--- src/rtl/regfile_mp.sv ---
// Parametrised register file: 2**AW x W, two registered read ports, one write port with
// ALU/memory writeback mux, r0 hard-wired to zero, and a pending-load hazard scoreboard.
// Build option: define REGF_FWD_EN to forward same-edge write data into read captures.
module regfile_mp #(
    parameter int unsigned W  = 8,
    parameter int unsigned AW = 3
) (
    input  logic          clk,
    input  logic          rst,
    input  logic          re,
    input  logic [AW-1:0] ra1,
    input  logic [AW-1:0] ra2,
    input  logic          regwrite,
    input  logic          memtoreg,
    input  logic [AW-1:0] wa,
    input  logic [W-1:0]  alu_wd,
    input  logic [W-1:0]  mem_wd,
    input  logic          pend_set,
    input  logic [AW-1:0] pend_addr,
    output logic [W-1:0]  rd1,
    output logic [W-1:0]  rd2,
    output logic          rd_valid,
    output logic          hazard
);

    localparam int unsigned DEPTH = 2 ** AW;

    logic [W-1:0]     r_regs [DEPTH];
    logic [DEPTH-1:0] r_pend;
    logic [W-1:0]     r_rd1;
    logic [W-1:0]     r_rd2;
    logic             r_rd_valid;
    logic             r_hazard;

    logic [W-1:0]     w_wd;
    logic [W-1:0]     w_val1;
    logic [W-1:0]     w_val2;
    logic             w_hazard;
    logic [DEPTH-1:0] w_pend_nxt;

    // Writeback mux
    assign w_wd = memtoreg ? mem_wd : alu_wd;

    // Read value for one address: r0 reads zero, optional forwarding of this edge's write
    function automatic logic [W-1:0] read_value(input logic [AW-1:0] addr);
        logic [W-1:0] val;
        val = r_regs[addr];
`ifdef REGF_FWD_EN
        if (regwrite && (wa == addr)) begin
            val = w_wd;
        end
`endif
        if (addr == '0) begin
            val = '0;
        end
        return val;
    endfunction

    always_comb begin
        w_val1 = read_value(ra1);
        w_val2 = read_value(ra2);
    end

    // Hazard uses the scoreboard as it stands before this edge's update
    assign w_hazard = r_pend[ra1] | r_pend[ra2];

    // Scoreboard next state: a load completing clears, a newly issued load sets (set wins)
    always_comb begin
        w_pend_nxt = r_pend;
        if (regwrite && memtoreg) begin
            w_pend_nxt[wa] = 1'b0;
        end
        if (pend_set && (pend_addr != '0)) begin
            w_pend_nxt[pend_addr] = 1'b1;
        end
    end

    // Register array write port; address 0 is never written
    always_ff @(posedge clk) begin
        if (rst) begin
            for (int i = 0; i < int'(DEPTH); i++) begin
                r_regs[i] <= '0;
            end
        end else if (regwrite && (wa != '0)) begin
            r_regs[wa] <= w_wd;
        end
    end

    always_ff @(posedge clk) begin
        if (rst) begin
            r_pend <= '0;
        end else begin
            r_pend <= w_pend_nxt;
        end
    end

    // Read capture: data holds while idle, valid/hazard drop
    always_ff @(posedge clk) begin
        if (rst) begin
            r_rd1      <= '0;
            r_rd2      <= '0;
            r_rd_valid <= 1'b0;
            r_hazard   <= 1'b0;
        end else if (re) begin
            r_rd1      <= w_val1;
            r_rd2      <= w_val2;
            r_rd_valid <= 1'b1;
            r_hazard   <= w_hazard;
        end else begin
            r_rd_valid <= 1'b0;
            r_hazard   <= 1'b0;
        end
    end

    assign rd1      = r_rd1;
    assign rd2      = r_rd2;
    assign rd_valid = r_rd_valid;
    assign hazard   = r_hazard;

endmodule
--- config.mk ---
export PLATFORM = sky130hd
export DESIGN_NAME = regfile_mp
export DESIGN_NICKNAME = d
export VERILOG_FILES = /design/src/rtl/regfile_mp.sv
export SDC_FILE = /design/constraint.sdc
export NUM_CORES = 1
export LEC_CHECK = 0
export CAP_MARGIN = 20
export CORE_MARGIN = 8
export CORE_UTILIZATION = 50
export CTS_BUF_LIST = sky130_fd_sc_hd__clkbuf_8 sky130_fd_sc_hd__clkbuf_16
export DETAILED_ROUTE_END_ITERATION = 7
export HOLD_SLACK_MARGIN = 0.08
export PLACE_DENSITY = 0.76
export SYNTH_ARGS = -nofsm -noshare
export SYNTH_HDL_FRONTEND = slang
export SYNTH_SLANG_ARGS = --single-unit
--- constraint.sdc ---
create_clock -name clk -period 1.4 [get_ports clk]
set_input_delay 0.21 -clock clk [delete_from_list [all_inputs] [get_ports clk]]
set_output_delay 0.21 -clock clk [all_outputs]
set_load 0.05 [all_outputs]
== After elaboration in Yosys (flattened, before gate mapping) ==
Memory sizes are Yosys's and may differ from the RTL's.
Index checks and enable logic that the tools add are counted.

* Register bits: 26
* Bits in writable memories: 64
* Input port bits: 34
* Output and inout bits: 18
* Word-level logic and storage cells: 50
* Memories: 1

{| class="wikitable"
|+ Memories
! name !! words !! bits a word !! read ports !! clocked after memory_dff !! wr ports !! RTL line !! RTL
|-
| r_regs || 8 || 8 || 2 || 0 || 8 || 28 || <nowiki>logic [W-1:0] r_regs [DEPTH];</nowiki>
|}

* $lt $le $gt $ge: 6
* Muxes and demuxes: 22
* Bitwise gates (word level): 5
* Reduce and logical (&&, ||, !) cells: 11

{| class="wikitable"
|+ Operators by type and width
! operator !! number
|-
| 8-bit 2-to-1 mux || 6
|-
| 3-bit by 4-bit < comparator with 1-bit output, second input constant || 4
|-
| 1-bit 2-to-1 mux || 11
|-
| 8-bit AND || 1
|-
| 8-bit inverter || 1
|-
| 8-bit OR || 1
|-
| 8-bit OR reduction || 1
|-
| 1-bit binary-select mux with 3-bit select || 2
|-
| 1-bit demux with 3-bit select || 2
|-
| 3-bit by 1-bit >= comparator with 1-bit output, second input constant || 2
|-
| 3-bit zero test || 2
|-
| 3-bit nonzero test || 2
|-
| 1-bit logical AND || 5
|-
| 3-bit 2-to-1 mux || 1
|-
| 2-bit OR reduction || 1
|-
| 1-bit inverter || 1
|-
| 1-bit OR || 1
|}

== Depth between registers and ports, before layout ==
* Word-level depth: 9
* Mapped depth: 6
* Mapped depth without buffers: 4

== Worst setup path after synthesis ==
Ideal clock, no wire load.

* Path kind: input to register
* Start: input port rst
* End: memory r_regs[5][0], enable pin
* Setup time: 0.334 ns
* Data arrival time: 1.175 ns
* Data required time: 1.066 ns
* Path slack: -0.110 ns
* Cell stages on the path: 4
* Buffers on the path: 1
* Cell sequence: clkbuf_1 > nor3b_1 > nand3_1 > nand2b_1

{| class="wikitable"
|+ RTL lines
! element !! RTL line !! RTL
|-
| from (decl) || 9 || <nowiki>input logic rst,</nowiki>
|-
| to (decl) || 28 ||
|}

== Final worst setup path ==
* Start: input port ra2[2]
* End: register r_rd2[6] (netlist: rd2[6])

* Longest elaborated chain between the ends: 2
* Elaborated cells between the ends (all ways): 3
* Classes of those cells: mux: 1; reduce/logical: 1; memory: 1

{| class="wikitable"
|+ Ends and longest elaborated chain
! element !! RTL line !! RTL
|-
| from (decl) || 12 || <nowiki>input logic [AW-1:0] ra2,</nowiki>
|-
| memory read 8 x 8 bit / 3-bit zero test (equally long branches) || - ||
|-
| 8-bit 2-to-1 mux * || 53 || <nowiki>if (addr == '0) begin</nowiki>
|-
| to (signal assigned) || 106 || <nowiki>r_rd2 <= w_val2;</nowiki>
|-
| to (decl) || 31 || <nowiki>logic [W-1:0] r_rd2;</nowiki>
|}

Every way passes the cells marked *; elsewhere a longest branch is shown, timed or not.
A chain may end at the register's enable or synchronous reset.

==> impl_metrics.xml <==
<?xml version="1.0" encoding="UTF-8"?>
<metrics>
  <group name="yosys">
    <metric name="synth-edff-count" unit="">56</metric>
    <metric name="number_of_warning_messages_in_the_yosys_log" unit="">0</metric>
    <metric name="synthMuxAreaShare" unit="">0.204</metric>
    <metric name="post-synth-top-count-cell" unit="">sky130_fd_sc_hd__nor2_1</metric>
    <metric name="synth_top_cells_by_area" unit="">sky130_fd_sc_hd__edfxtp_1, sky130_fd_sc_hd__dfxtp_1, sky130_fd_sc_hd__mux2i_1, sky130_fd_sc_hd__nor2_1, sky130_fd_sc_hd__mux4_2</metric>
    <metric name="synth.avg_cell_area" unit="sq um">11.6</metric>
    <metric name="yosysSeqAreaShare" unit="">0.533</metric>
    <metric name="synth_ff_type" unit="">sky130_fd_sc_hd__edfxtp_1</metric>
    <metric name="synthTopCellsByCount" unit="">sky130_fd_sc_hd__nor2_1, sky130_fd_sc_hd__edfxtp_1, sky130_fd_sc_hd__mux2i_1</metric>
    <metric name="synth_simple_gate_area_share" unit="">0.143</metric>
    <metric name="largest_family_of_logic_cells_by_synthesized_area" unit="">multiplexers</metric>
    <metric name="synth.ff_latch_count" unit="">82</metric>
    <metric name="synth_compound_gate_area_share" unit="">0.0862</metric>
    <metric name="synth.distinct_cells" unit="">33</metric>
    <metric name="synth_fa_ha_area_frac" unit="">0</metric>
    <metric name="synth_area" unit="sq um">4140</metric>
    <metric name="netlist_instances" unit="">356</metric>
    <metric name="syn_nets" unit="">390</metric>
    <metric name="netlist.area_leader.share" unit="">0.407</metric>
    <metric name="synth_xor_area_frac" unit="">0</metric>
    <metric name="yosys.area.top_type" unit="">sky130_fd_sc_hd__edfxtp_1</metric>
    <metric name="ys_async_sr_fraction" unit="">0</metric>
  </group>
  <group name="route">
    <metric name="drt_drc_violations_left" unit="">0</metric>
    <metric name="vias" unit="">3129</metric>
    <metric name="routed_wire_length_per_instance" unit="microns">18.2</metric>
    <metric name="avg_vias_per_cell" unit="">5.66</metric>
    <metric name="wl" unit="mm">10.0</metric>
    <metric name="detailedRoute.firstIterationViolations" unit="">212</metric>
    <metric name="drt_first_pass_iters" unit="">4</metric>
    <metric name="final_antenna_net_count" unit="">0</metric>
  </group>
  <group name="clock_tree">
    <metric name="cts.sink_count" unit="">82</metric>
    <metric name="cts_inserted_buffers" unit="">9</metric>
    <metric name="tritoncts_clock_tree" unit="">built</metric>
    <metric name="post_cts_hold_buffer_count" unit="">0</metric>
    <metric name="cts_htree_levels" unit="">3</metric>
    <metric name="clock_tree.root_cell" unit="">sky130_fd_sc_hd__clkbuf_8</metric>
    <metric name="clock_latency" unit="ns">0.35</metric>
    <metric name="clk_pin_slew_worst_paths" unit="ns">0.09</metric>
    <metric name="clock_tree.buffer_depth" unit="">2</metric>
  </group>
  <group name="sta">
    <metric name="worst_clock_skew" unit="ns">0.00812</metric>
    <metric name="total_negative_slack_for_setup_checks" unit="ns">0</metric>
    <metric name="finalCriticalPeriod" unit="ns">1.37</metric>
    <metric name="final_hold_viols" unit="">0</metric>
    <metric name="grt_setup_unrepaired" unit="">false</metric>
    <metric name="pin_slew_with_the_least_headroom_to_its_limit" unit="ns">0.301</metric>
    <metric name="drv_slew" unit="">0</metric>
    <metric name="period_share" unit="">0.979</metric>
    <metric name="fin_hold_ws" unit="ns">0.496</metric>
    <metric name="slew-limit-headroom" unit="">0.799</metric>
    <metric name="timing.final.setup_violations" unit="">0</metric>
    <metric name="fmax" unit="MHz">730</metric>
  </group>
  <group name="global_route">
    <metric name="global_route.overflow_total" unit="">0</metric>
    <metric name="first_global_vias" unit="">3286</metric>
    <metric name="track_usage" unit="">0.187</metric>
    <metric name="antenna_found_initial" unit="">0</metric>
    <metric name="grt_max_degree" unit="">29</metric>
    <metric name="first_pass_grt_wire_length" unit="mm">16.8</metric>
  </group>
  <group name="cells_and_area">
    <metric name="layout_cells_sized_above_1" unit="">0.257</metric>
    <metric name="finish.net_count" unit="">477</metric>
    <metric name="antennaDiodeCount" unit="">0</metric>
    <metric name="layoutNonFillerInstCount" unit="">553</metric>
    <metric name="syn2layout_area_growth" unit="%">34.1</metric>
  </group>
  <group name="power">
    <metric name="power.ir.vdd_worst" unit="mV">0.410</metric>
    <metric name="leakagePower" unit="nW">2.17</metric>
    <metric name="power_per_cell_area" unit="nW/um^2">1000</metric>
    <metric name="total_power" unit="mW">5.55</metric>
  </group>
  <group name="floorplan">
    <metric name="placement_rows" unit="">33</metric>
    <metric name="die_h" unit="microns">107</metric>
    <metric name="initial_cell_density_of_the_core" unit="">0.508</metric>
    <metric name="core_area" unit="sq um">8130</metric>
    <metric name="die_x" unit="microns">107</metric>
    <metric name="io_pins" unit="">52</metric>
    <metric name="fp.dieArea" unit="sq um">11400</metric>
  </group>
  <group name="worst_setup_path">
    <metric name="critPathMaxStageDelay" unit="ns">0.48</metric>
    <metric name="critPathBufInv" unit="">2</metric>
    <metric name="worst_setup_path_start_kind" unit="">primary input</metric>
    <metric name="cp_slowest_cell" unit="">sky130_fd_sc_hd__mux4_2</metric>
    <metric name="timing.critical_path.cells" unit="">dlygate4sd2_1, bufbuf_16, mux2i_1, mux4_2, a211oi_2</metric>
    <metric name="path_max_fanout" unit="">14</metric>
    <metric name="crit_type" unit="">in -&gt; reg</metric>
    <metric name="critical_path_at" unit="ns">1.64</metric>
    <metric name="worstPathRequired" unit="ns">1.67</metric>
    <metric name="cp-end-kind" unit="">flop</metric>
    <metric name="critical_path.top_delay_family" unit="">multiplexers</metric>
  </group>
  <group name="placement">
    <metric name="hpwl" unit="mm">7.54</metric>
    <metric name="place_inst" unit="">532</metric>
    <metric name="finalWeightedCongestion" unit="">0.846</metric>
    <metric name="placement.io_buffers" unit="">51</metric>
  </group>
  <group name="hold_path">
    <metric name="min-delay-path-class" unit="">in -&gt; reg</metric>
  </group>
  <group name="flow_run">
    <metric name="max_cap_violations" unit="">0</metric>
  </group>
  <group name="run_status">
    <metric name="outcome" unit="">complete, no violations</metric>
  </group>
</metrics>
## cell usage in the layout, fill, tap and decap left out, types with 2 or more instances in the layout
cell,netlist,layout
sky130_fd_sc_hd__dlygate4sd2_1,0,3
sky130_fd_sc_hd__o21ai_0,6,6
sky130_fd_sc_hd__clkdlybuf4s50_1,0,28
sky130_fd_sc_hd__nor2b_1,7,7
sky130_fd_sc_hd__a211oi_2,6,6
sky130_fd_sc_hd__clkbuf_8,0,9
sky130_fd_sc_hd__nor3b_1,2,2
sky130_fd_sc_hd__nand2_1,19,19
sky130_fd_sc_hd__bufbuf_16,0,3
sky130_fd_sc_hd__a21oi_1,15,15
sky130_fd_sc_hd__mux4_2,12,12
sky130_fd_sc_hd__mux2i_1,47,47
sky130_fd_sc_hd__a22o_1,8,8
sky130_fd_sc_hd__dfxtp_1,26,26
sky130_fd_sc_hd__edfxtp_1,56,56
sky130_fd_sc_hd__nand2b_4,0,2
sky130_fd_sc_hd__buf_12,1,25
sky130_fd_sc_hd__inv_6,0,3
sky130_fd_sc_hd__buf_4,3,36
sky130_fd_sc_hd__o221ai_1,8,8
sky130_fd_sc_hd__nand3_1,7,7
sky130_fd_sc_hd__nand2b_2,0,3
sky130_fd_sc_hd__nor2_1,74,73
sky130_fd_sc_hd__dlymetal6s2s_1,0,2
sky130_fd_sc_hd__mux2_2,9,9
sky130_fd_sc_hd__nand2b_1,11,6
sky130_fd_sc_hd__nor3_1,10,10
## path summary, 6_finish.rpt
check	from	slack, ns	to	cells after the start
max	ra2[2]	0.03	rd2[6]	5
min	rst	0.50	r_pend[3]	3
max reg2reg	r_regs[7][6]	0.08	rd2[6]	3
min reg2reg	r_pend[2]	0.50	r_pend[2]	2
## tightest hold or removal path: stages
cell and delay [ns]:
sky130_fd_sc_hd__dlymetal6s2s_1 0.20, sky130_fd_sc_hd__buf_4 0.27, sky130_fd_sc_hd__a21oi_1 0.13
## power by group
group | leakage [nW] | internal (mW) | switching (mW)
sequential | 0.751 | 2.74 | 0.123
clock | 0.0880 | 0.657 | 0.897
combinational | 1.34 | 0.596 | 0.535
total | 2.17 | 3.99 | 1.55
## flip-flops by register name, indices dropped and copies added (netlist names)
name / count
hazard: 1
r_pend: 8
r_regs: 56
rd1: 8
rd2: 8
rd_valid: 1
## cell families (layout without fill, tap and decap cells)
family | count (synthesis) | after routing
mux | 68 | 68
buf+inv | 24 | 116
flops | 82 | 82
compound gates | 48 | 48
simple gates | 134 | 134
## what timing repair did
action	in CTS	in global routing
gates resized for setup	4	7
endpoints found under the setup margin	13	66
cloned	3	0
buffers inserted	2	0
## metrics by stage
stage                     cell area, sq um  setup slack, ns  utilization
after floorplan                       4150          -0.0287            -
after global placement                5240           -0.408        0.644
after detailed placement              5240           -0.430        0.644
after CTS                             5520         0.000341        0.679
after global routing                  5540         0.000941        0.682
final                                 5540           0.0293        0.682
## area by class of cell
cell class,count,area [sq um]
Fill cell,563,2590
Sequential cell,82,2200
Multi-Input combinational cell,250,1810
Timing Repair Buffer,98,1210
Tap cell,105,131
Clock buffer,9,124
Clock inverter,7,51.3
Inverter,2,10.0
## routing by layer
| layer | part of all wire | vias to the layer above | global-route usage |
|---|---|---|---|
| met4 | 0.021 | 0 | 0.0854 |
| met1 | 0.42 | 1479 | 0.232 |
| li1 | - | 1491 | - |
| met5 | 0 | - | 0 |
| met2 | 0.48 | 140 | 0.297 |
| met3 | 0.083 | 19 | 0.0504 |
No activity file was read; power rests on OpenSTA's default activity.
